--- src/rtl/countdown_timer_pkg.sv ---
// Shared types and constants for the countdown_timer block.
package countdown_timer_pkg;

  localparam int unsigned DEFAULT_WIDTH = 4;

  typedef enum logic [1:0] {
    IDLE = 2'd0,
    RUN  = 2'd1,
    DONE = 2'd2
  } state_t;

endpackage

--- src/rtl/countdown_timer_sva.sv ---
// Embedded protocol checker for countdown_timer; instantiated only when
// COUNTDOWN_TIMER_SVA_EN is defined.
module countdown_timer_sva
  import countdown_timer_pkg::*;
#(
  parameter int unsigned WIDTH = DEFAULT_WIDTH
) (
  input logic             clk,
  input logic             rst_n,
  input logic             start,
  input logic [WIDTH-1:0] load_val,
  input state_t           state,
  input logic [WIDTH-1:0] count,
  input logic             done
);

  // Reset holds every register at its idle value.
  a_reset_vals: assert property (@(posedge clk)
    !rst_n |-> (state == IDLE && count == '0 && !done));

  a_load: assert property (@(posedge clk) disable iff (!rst_n)
    (state == IDLE && start && load_val != '0) |=>
      (state == RUN && count == $past(load_val)));

  a_decrement: assert property (@(posedge clk) disable iff (!rst_n)
    (state == RUN) |=> (count == $past(count) - WIDTH'(1)));

  a_done_pulse: assert property (@(posedge clk) disable iff (!rst_n)
    done |=> !done);

  a_done_state: assert property (@(posedge clk) disable iff (!rst_n)
    done == (state == DONE));

  a_zero_load: assert property (@(posedge clk) disable iff (!rst_n)
    (state == IDLE && start && load_val == '0) |=> (done && count == '0));

  a_no_reload: assert property (@(posedge clk) disable iff (!rst_n)
    (state == RUN && start && count > WIDTH'(1)) |=> (state == RUN));

endmodule

--- src/rtl/countdown_timer.sv ---
// Loadable down-counter with a one-cycle registered done pulse.
// Define COUNTDOWN_TIMER_SVA_EN to embed the protocol checker.
module countdown_timer
  import countdown_timer_pkg::*;
#(
  parameter int unsigned WIDTH = DEFAULT_WIDTH
) (
  input  logic             clk,
  input  logic             rst_n,
  input  logic             start,
  input  logic [WIDTH-1:0] load_val,
  output logic             done,
  output logic [WIDTH-1:0] count
);

  state_t           state_q, state_d;
  logic [WIDTH-1:0] count_q, count_d;
  logic             done_q, done_d;

  // Named alias so hierarchical probes can read the FSM as `state`.
  state_t           state;
  assign state = state_q;

  always_ff @(posedge clk or negedge rst_n) begin
    if (!rst_n) begin
      state_q <= IDLE;
      count_q <= '0;
      done_q  <= 1'b0;
    end else begin
      state_q <= state_d;
      count_q <= count_d;
      done_q  <= done_d;
    end
  end

  always_comb begin
    state_d = state_q;
    count_d = count_q;
    case (state_q)
      IDLE: begin
        if (start) begin
          count_d = load_val;
          state_d = (load_val == '0) ? DONE : RUN;
        end
      end
      RUN: begin
        // Clamp at zero so the counter can never wrap.
        if (count_q <= WIDTH'(1)) begin
          count_d = '0;
          state_d = DONE;
        end else begin
          count_d = count_q - WIDTH'(1);
        end
      end
      DONE: begin
        count_d = '0;
        state_d = IDLE;
      end
      default: begin
        count_d = '0;
        state_d = IDLE;
      end
    endcase
    done_d = (state_d == DONE);
  end

  assign done  = done_q;
  assign count = count_q;

`ifdef COUNTDOWN_TIMER_SVA_EN
  countdown_timer_sva #(.WIDTH(WIDTH)) u_sva (
    .clk      (clk),
    .rst_n    (rst_n),
    .start    (start),
    .load_val (load_val),
    .state    (state_q),
    .count    (count_q),
    .done     (done_q)
  );
`else
  // Checker not built in this configuration.
`endif

endmodule

--- config.mk ---
export PLATFORM = sky130hd
export DESIGN_NAME = countdown_timer
export DESIGN_NICKNAME = d
export VERILOG_FILES = /design/src/rtl/countdown_timer_pkg.sv /design/src/rtl/countdown_timer_sva.sv /design/src/rtl/countdown_timer.sv
export SDC_FILE = /design/constraint.sdc
export NUM_CORES = 1
export LEC_CHECK = 0
export ABC_AREA = 1
export ABC_CLOCK_PERIOD_IN_PS = 2800
export BUFFER_PORTS_ARGS = -buffer_cell sky130_fd_sc_hd__buf_2
export CAP_MARGIN = 30
export CORE_AREA = 10 10 47 49
export CTS_BUF_LIST = sky130_fd_sc_hd__clkbuf_4 sky130_fd_sc_hd__clkbuf_8 sky130_fd_sc_hd__clkbuf_16
export DETAILED_ROUTE_END_ITERATION = 12
export DIE_AREA = 0 0 57 59
export PLACE_DENSITY = 0.62
export SYNTH_ARGS = -nofsm -noshare
export SYNTH_HDL_FRONTEND = slang
export SYNTH_SLANG_ARGS = --single-unit
--- constraint.sdc ---
create_clock -name clk -period 2.8 [get_ports clk]
set_input_delay 0.42 -clock clk [delete_from_list [all_inputs] [get_ports clk]]
set_output_delay 0.42 -clock clk [all_outputs]
set_load 0.01 [all_outputs]
-- After elaboration in Yosys (flattened, before gate mapping)
Cells that the tools add are included.
W data, S select, Z words.
- register bits: 7
- bits of input ports: 7
- output and inout port bits: 5
- logic and storage cells: 17
- $add $sub $neg: 1
- order comparisons: 1
- equal/unequal tests: 3
- muxes and demuxes: 7
- reduce and logical (&&, ||, !) cells: 2
- operator list (cell ; number):
    $mux W4 ; 2
    $pmux W4 S2 ; 1
    $mux W2 ; 3
    $le A4 B1 Y1 const B ; 1
    $logic_not A4 Y1 ; 1
    $pmux W2 S2 ; 1
    $sub A4 B1 Y4 const B ; 1
    $eq A2 B1 Y1 const B ; 1
    $eq A2 B2 Y1 const B ; 1
    $logic_not A2 Y1 ; 1
    $ne A2 B2 Y1 const B ; 1

-- Logic depth before layout (Yosys ltp)
Gate-level depths: netlist of run 1.
- depth in word-level cells: 5
- depth in mapped cells: 7
- depth with buffers taken out: 7

-- Worst setup path before layout of run 1
OpenSTA, ideal clock, no wires.
- kind: register to register
- from: register count_q[0] (netlist: count[0])
- to: register count_q[3] (netlist: count[3])
- setup time: 0.077 ns
- data arrival time: 1.213 ns
- required time: 2.723 ns
- path slack: 1.509 ns
- cell stages (with the launch flop): 8
- path buffers: 0
- period minus slack after synthesis: 1.291 ns
- cell sequence: dfrtp_1 inv_1 ha_1 inv_1 nand2_1 a21oi_4 nand3_2 a21oi_1
- cells in the longest elaborated chain, start to end: 3
- elaborated cells on any way between the ends: 4
- those cells by class: add/sub: 1; order compare: 1; mux: 2
- ends and longest elaborated chain (element ; RTL line ; source):
    start: declaration ; countdown_timer.sv:17 ; logic [WIDTH-1:0] count_q, count_d;
    start signal: assignment ; countdown_timer.sv:31 ; count_q <= count_d;
    $sub A4 B1 Y4 / $le A4 B1 Y1 (equally long branches) ; countdown_timer.sv:52, countdown_timer.sv:48 ;
    $mux W4 (*) ; countdown_timer.sv:48 ; if (count_q <= WIDTH'(1)) begin
    $pmux W4 S2 (*) ; countdown_timer.sv:39 ; case (state_q)
Every way passes the cells marked *; elsewhere a longest branch is shown, timed or not.
A chain may end at the register's enable or synchronous reset.

-- Worst setup path in the final report of run 1
- from: register count_q[0] (netlist: count[0])
- to: register count_q[0] (netlist: count[0])
The elaborated chain is that of the path after synthesis.

==> results of run 1 <==
## worst max path at each step
stage               end  startpoint  depth (start not counted)
6_report       count[0]    count[0]                          7
5_1_grt        count[0]    count[0]                          7
4_1_cts        count[0]    count[0]                          7
3_5_place_dp   count[0]    count[0]                          7
3_3_place_gp   count[3]    count[0]                          7
2_1_floorplan  count[3]    count[0]                          7
## power by group
group	internal [mW]	switching (mW)	leakage, nW
clock network	0.0641	0.0384	0.0184
registers	0.152	0.0412	0.0876
logic	0.135	0.214	0.170
total	0.351	0.293	0.275
## through the flow
stage          area [sq um]  power (mW)  std cells  setup slack, ns  hold WS [ns]
6_report                531       0.645         85             1.45         0.449
5_1_grt                 531       0.710         85             1.30         0.442
2_1_floorplan           415       0.452         53             1.51         0.124
3_5_place_dp            490       0.546         80             1.45         0.258
3_3_place_gp            490       0.543         80             1.46         0.263
4_1_cts                 531       0.655         85             1.43         0.438
## logic make-up after synthesis
kind of cell               count (synthesis)
adders and majority gates                  2
AOI/OAI and AO/OA                         13
and+or+nand+nor                           22
buffers and inverters                      9
DFF                                        7
## layout make-up
type | instances | area (sq um) | area share
clock buffers | 4 | 30.0 | 0.0566
inverters | 9 | 33.8 | 0.0637
well taps | 16 | 20.0 | 0.0377
repair buffers | 12 | 65.1 | 0.123
flip-flops and latches | 7 | 175 | 0.330
multi-input cells | 37 | 206 | 0.389
## routing by layer
layer,routed length (microns),vias up
met3,71,4
met1,419,164
met5,0,-
met2,394,10
li1,-,206
met4,21,0
## layout by cell type, fill, tap and decap left out
master	Yosys	layout
nand4_1	1	1
o22ai_1	2	2
nand2_1	9	9
dlygate4sd3_1	0	1
a21oi_1	4	4
a31o_2	1	1
nor2_1	9	9
dfrtp_1	7	7
inv_1	9	9
ha_1	2	2
nor2_2	1	1
o21ai_0	4	4
o21ai_2	1	1
buf_2	0	11
a21oi_4	1	1
clkbuf_4	0	4
nand3_1	1	1
nand3_2	1	1
## flip-flops by register name, summed over array words and instances, names as in the netlist
signal / cells
state: 2
count: 4
done: 1
## critical path, stage by stage (launching register included)
cell and delay, ns:
dfrtp_1 0.38, inv_1 0.10, ha_1 0.22, inv_1 0.07, nand2_1 0.09, a21oi_4 0.21, nand2_1 0.08, a21oi_1 0.13
## repair_timing
item	4_1_cts	5_1_grt
hold buffers	1	0
hold endpoints to repair	7	0
buffers inserted	0	0
endpoints found under the setup margin	0	0
gates resized for setup	0	0
==> qor.yml, run 1 <==
status: "finished clean"
busiest_layer: "met2"
area_growth_pct: 27.7
ir_worst_vdd_mv: 0.513
routed_wirelength_microns: 907
grt_pass1_vias: 389
diodes: 0
fp.dieH_microns: 59
initial_core_util: 0.296
synthTopCellsByCount: "inv_1, nand2_1, nor2_1"
worstMarginPinSlew_ns: 0.316
hold_viol: 0
final_core_util: 0.379
antenna_found_initial: 0
finalSetupViolCount: 0
die_w_microns: 57
avgSynthCellArea_sq_um: 7.84
grt_util_met1: 0.0588
synth_top_family_by_area: "simple AND/OR/NAND/NOR gates"
dp_hpwl_microns: 730
leakage_nw: 0.275
cellPowerDensity_nw_per_um2: 1220
drive_above_1_share: 0.290
nFillCells: 148
synth-xor-area-share: 0
crit_arrival_ns: 1.53
grtUsageMet3: 0.0451
post-route-period-util: 0.483
row_count: 14
synth_enable_flop_cells: 0
drv_cap: 0
drt_iter0_drc: 11
cts_buffer_depth: 2
worstRegToRegCells: 7
drc_errors: 0
clock_skew_ns: 0.00671
crit_type: "reg -> reg"
track_usage: 0.0594
synthCells: 53
rsz0062_at_grt: "no"
globalRouteMet2Util: 0.0853
crit_fanout: 5
vias: 384
cts_tree: "done"
yosysWarnings: 0
fin_nets: 79
muxShareOfSynthArea: 0
avgRoutedWirePerCell_microns: 10.7
cp.required_ns: 2.98
drtAntennaViolNets: 0
synth_compound_area_frac: 0.208
synth-simple-area-share: 0.229
drt_pass1_iterations: 3
drv_slew: 0
synth_ff_type: "dfrtp_1"
synth.top_cell.area_share: 0.422
slew_headroom: 0.789
yosysUniqueCellTypes: 15
grt_pass1_wl_microns: 1530
clk_pin_slew_ns: 0.05
cts_sinks: 7
synthArstFlopShare: 1.00
grt_max_degree: 8
fin_crit_ns: 1.35
fmax_ghz: 0.739
h-tree-depth: 1
cts_buffers: 3
dieArea_sq_um: 3360
yosys-top-cells-area: "dfrtp_1, inv_1, nand2_1"
worstHoldStart: "start"
hold_depth: 2
synth_fp_nets: 62
ys_ff_latch: 7
r2r_start: "count[0]"
viasPerCell: 4.52
r2r-end: "count[0]"
yosysSeqAreaShare: 0.422
end_kind: "register"
hold_end: "state[0]"
tns_ns: 0
cts_root_buf: "clkbuf_4"
synthAdderAreaFrac: 0.0602
synth_top_area_cell: "dfrtp_1"
core-area_sq_um: 1400
syn-cell-area_sq_um: 415
clock_latency_ns: 0.26
ios: 12
startpoint_type: "register"
routabilityCongestion: 0.753
overflow: 0
port-buffer-count: 11
r2r_slack_ns: 1.45
hold_class: "in -> reg"
No activity file was read; power rests on OpenSTA's default activity.
==> run 2, diff against run 1 <==
ABC_CLOCK_PERIOD_IN_PS = 1200   (was 2800)
PLACE_DENSITY = 0.64   (was 0.62)
clock period = 1.2 ns   (was 2.8 ns; I/O delays follow)
==> qor.yml, run 2 (same netlist as run 1, synthesis figures left out) <==
register_area_sq_um: 175
largest_reg_flops: 4
crit_arrival_ns: 1.42
cts_buffers: 3
track_usage: 0.0607
avgRoutedWirePerCell_microns: 11.5
clock_skew_ns: 0.000787
mostFrequentLayoutCells: "buf_2, nor2_1, nand2_1, dfrtp_1, buf_4"
area_growth_pct: 50.3
core-area_sq_um: 1400
slew_headroom: 0.790
viasPerCell: 4.62
ir_worst_vdd_mv: 1.18
vias: 425
finalSetupViolCount: 6
drt_iter0_drc: 6
routed_wirelength_microns: 1060
drv_slew: 0
nFillCells: 153
cts_sinks: 7
post-route-period-util: 1.04
dieArea_sq_um: 3360
rsz0062_at_grt: "yes"
worstMarginPinSlew_ns: 0.314
ios: 12
drv_cap: 0
clk_pin_slew_ns: 0.05
drtAntennaViolNets: 0
die_w_microns: 57
cts_buffer_depth: 2
layout_commonest_cell: "buf_2"
startpoint: "count[0]"
end_kind: "register"
cts_root_buf: "clkbuf_4"
fin_nets: 86
worstHoldStart: "start"
clock_latency_ns: 0.25
h-tree-depth: 1
hold_viol: 0
fmax_ghz: 0.803
crit_fanout: 5
antenna_found_initial: 0
layout_setup_ws_ns: -0.0452
routabilityCongestion: 0.806
power_mw: 1.88
port-buffer-count: 11
fp.dieH_microns: 59
dp_hpwl_microns: 789
startpoint_type: "register"
violations: "negative setup slack"
fin_crit_ns: 1.25
post-place-cells: 84
row_count: 14
cp.required_ns: 1.37
drc_errors: 0
r2r_start: "count[0]"
leakage_nw: 0.311
cts_tree: "done"
crit_type: "reg -> reg"
status: "complete, but fails checks"
grt_pass1_vias: 446
drt_pass1_iterations: 4
initial_core_util: 0.296
drive_above_1_share: 0.487
grt_pass1_wl_microns: 1670
final_cells: 92
diodes: 0
multiInputGateArea_sq_um: 239
grt_max_degree: 8
cellPowerDensity_nw_per_um2: 3000
hold_class: "in -> reg"
overflow: 0
## run 2: cell type report
type                    instances  share of cell area
multi-input cells              37               0.383
inverters                       9              0.0581
repair buffers                 19               0.198
flip-flops and latches          7               0.281
well taps                      16              0.0321
clock buffers                   4              0.0481
## run 2: report_power, final
group	internal (mW)	total [mW]	switching (mW)	leakage, nW
Combinational	0.549	1.19	0.639	0.205
Clock	0.149	0.233	0.0837	0.0184
Sequential	0.355	0.454	0.0982	0.0876
## run 2: path summary, 6_finish.rpt
| check | to | cells after the start | slack [ns] |
|---|---|---|---|
| min in group asynchronous | count[2] | 2 | 0.29 |
| worst min-delay path | state[0] | 2 | 0.21 |
| worst max-delay path | count[2] | 7 | -0.05 |
| worst min register to register | count[1] | 3 | 0.61 |
| max in group asynchronous | count[1] | 2 | 0.76 |
| worst max register to register | count[2] | 7 | -0.05 |
## run 2: stage by stage
stage	area, sq um	TNS, ns	util	hold slack [ns]	setup WS (ns)
floorplan	430	-0.0540	-	-0.116	-0.0185
CTS	582	0	0.415	0.202	0.00431
finish	624	-0.196	0.446	0.207	-0.0452
global placement	536	-0.0263	0.382	0.0203	-0.0161
global route	624	-0.435	0.446	0.215	-0.0948
detailed placement	536	-0.0353	0.382	0.0205	-0.0177
## run 2: worst max-delay path: stages, from the launching register on
cell and delay [ns]:
dfrtp_1 0.40, inv_2 0.07, ha_4 0.17, inv_4 0.05, nand2_4 0.05, a21oi_4 0.22, o21ai_2 0.08, a21oi_1 0.13
## run 2: routing by layer
layer,track usage,vias to the layer above,part of all wire
met5,0,-,0
li1,-,218,-
met4,0.0201,0,0.0076
met1,0.0598,196,0.41
met3,0.0386,2,0.065
met2,0.102,9,0.51
## run 2: what timing repair did
action / CTS / global route
setup endpoints to repair: 4 / 5
hold buffers: 1 / 0
pin swaps: 1 / 2
gates resized for setup: 2 / 6
hold endpoints to repair: 7 / 0
setup buffers: 0 / 3
==> run 3, diff against run 2 <==
ABC_AREA = not set   (was 1)
CTS_CLUSTER_SIZE = 12   (was not set)
PLACE_DENSITY = 0.63   (was 0.64)
==> qor.yml, run 3 <==
cts_tree: "done"
antenna_found_initial: 0
post-synth-top-count-cell: "dfrtp_1"
violations: "negative setup slack"
slew_headroom: 0.768
cts_buffer_depth: 2
largest_reg_flops: 4
hold_end: "count[2]"
cellPowerDensity_nw_per_um2: 2730
ios: 12
finalSetupViolCount: 6
overflow: 0
end_kind: "register"
grt_pass1_wl_microns: 1760
synth_fp_nets: 51
synth_enable_flop_cells: 0
clk_pin_slew_ns: 0.07
port-buffer-count: 11
grt_pass1_vias: 414
power_mw: 1.67
cts_sinks: 7
drt_pass1_iterations: 4
drc_errors: 0
fin_crit_ns: 1.39
status: "complete, but fails checks"
routabilityCongestion: 0.792
drv_slew: 0
nFillCells: 146
clock_latency_ns: 0.26
routed_wirelength_microns: 1140
synth_top_area_cell: "dfrtp_1"
cts_buffers: 3
yosysWarnings: 0
synth_ff_type: "dfrtp_1"
dp_hpwl_microns: 870
tns_ns: -0.564
leakage_nw: 0.281
h-tree-depth: 1
viasPerCell: 5.37
drive_above_1_share: 0.508
drtAntennaViolNets: 0
ys_ff_latch: 7
avgRoutedWirePerCell_microns: 14.1
hold_depth: 3
post-route-period-util: 1.16
crit_fanout: 4
yosysSeqAreaShare: 0.424
initial_core_util: 0.295
mostFrequentLayoutCells: "buf_2, buf_4, dfrtp_1"
crit_type: "reg -> reg"
area_growth_pct: 47.9
rsz0062_at_grt: "yes"
diodes: 0
grt_max_degree: 9
core-area_sq_um: 1400
syn-cell-area_sq_um: 413
r2r-end: "done"
die_w_microns: 57
dp_slack_ns: -0.186
layout_setup_ws_ns: -0.190
fp.dieH_microns: 59
ir_worst_vdd_mv: 1.11
cts_root_buf: "clkbuf_4"
r2r_start: "count[1]"
row_count: 14
synthTopCellsByCount: "dfrtp_1, inv_1, o311ai_0"
fmax_ghz: 0.719
drv_cap: 0
r2r_slack_ns: -0.19
hold_viol: 0
startpoint_type: "register"
dieArea_sq_um: 3360
track_usage: 0.0669
vias: 435
worstRegToRegCells: 5
yosysUniqueCellTypes: 23
hold_class: "in -> reg"
crit_arrival_ns: 1.57
drt_iter0_drc: 10
synth.top_cell.area_share: 0.424
yosys-top-cells-area: "dfrtp_1, o311ai_0, ha_1"
fin_nets: 75
cp.required_ns: 1.38
layout_commonest_cell: "buf_2"
synthArstFlopShare: 1.00
worstMarginPinSlew_ns: 0.344
avgSynthCellArea_sq_um: 9.83
clock_skew_ns: 0.00722
worstHoldStart: "load_val[2]"
synthCells: 42
run 3: changes by cell type after synthesis, moves of 2 or more:
cell / previous run / this run
o311ai_0: 0 / 3
nand2_1: 9 / 2
nor2_1: 9 / 2
o22ai_1: 2 / 0
inv_1: 9 / 4
a31oi_1: 0 / 2
nor4_1: 0 / 2
nand3b_1: 0 / 2
o21ai_0: 4 / 2
a21oi_1: 4 / 2
run 3: worst max-delay path by stage:
stage / cells past startpoint / slack [ns] / start / to
after global routing: 5 / -0.24 / count[1] / state[1]
after CTS: 5 / -0.20 / count[1] / state[1]
final: 5 / -0.19 / count[1] / done
after detailed placement: 5 / -0.19 / count[0] / done
after floorplan: 5 / -0.18 / count[0] / done
after global placement: 5 / -0.17 / count[0] / done
run 3: metal layers:
layer,global-route usage,up-vias,routed length (microns)
li1,-,209,-
met1,0.0881,203,592
met2,0.0868,23,472
met3,0.0343,0,75
met4,0.0302,0,0
met5,0,-,0
run 3: repair_timing:
item	in CTS	in global routing
setup buffers	0	1
gates resized for setup	1	1
setup endpoints to repair	6	6
pin swaps	1	1
endpoints found under the hold margin	7	0
hold buffers	1	0
run 3: power by group:
part           switching [mW]  internal (mW)  total, mW
logic                   0.468          0.483      0.952
registers               0.107          0.355      0.462
clock network           0.105          0.151      0.256
total                   0.681          0.989       1.67
run 3: cells by family after synthesis:
group / synth area share
adder cells (fa/ha/maj): 0.0606
flip-flops: 0.424
AO/OA/AOI/OAI: 0.221
multiplexers: 0.0242
buffers and inverters: 0.0636
AND/OR/NAND/NOR: 0.206
run 3: critical path, stage by stage, from the launching register on:
cell,delay [ns]
dfrtp_1,0.39
inv_2,0.09
ha_2,0.17
nor2_2,0.05
or4b_4,0.49
a21oi_2,0.13
run 3: cell type report:
type | count | area, sq um | share of cell area
Tap cell | 16 | 20.0 | 0.0328
Timing Repair Buffer | 21 | 133 | 0.217
Inverter | 4 | 15.0 | 0.0246
Multi-Input combinational cell | 29 | 236 | 0.387
Clock buffer | 4 | 30.0 | 0.0492
Sequential cell | 7 | 176 | 0.289
run 3: through the flow:
step / hold slack (ns) / instances / utilization / area, sq um
floorplan: -0.116 / 42 / - / 434
global placement: 0.0249 / 75 / 0.398 / 558
detailed placement: 0.0285 / 75 / 0.398 / 558
CTS: 0.206 / 80 / 0.429 / 601
global route: 0.231 / 81 / 0.436 / 611
finish: 0.214 / 81 / 0.436 / 611
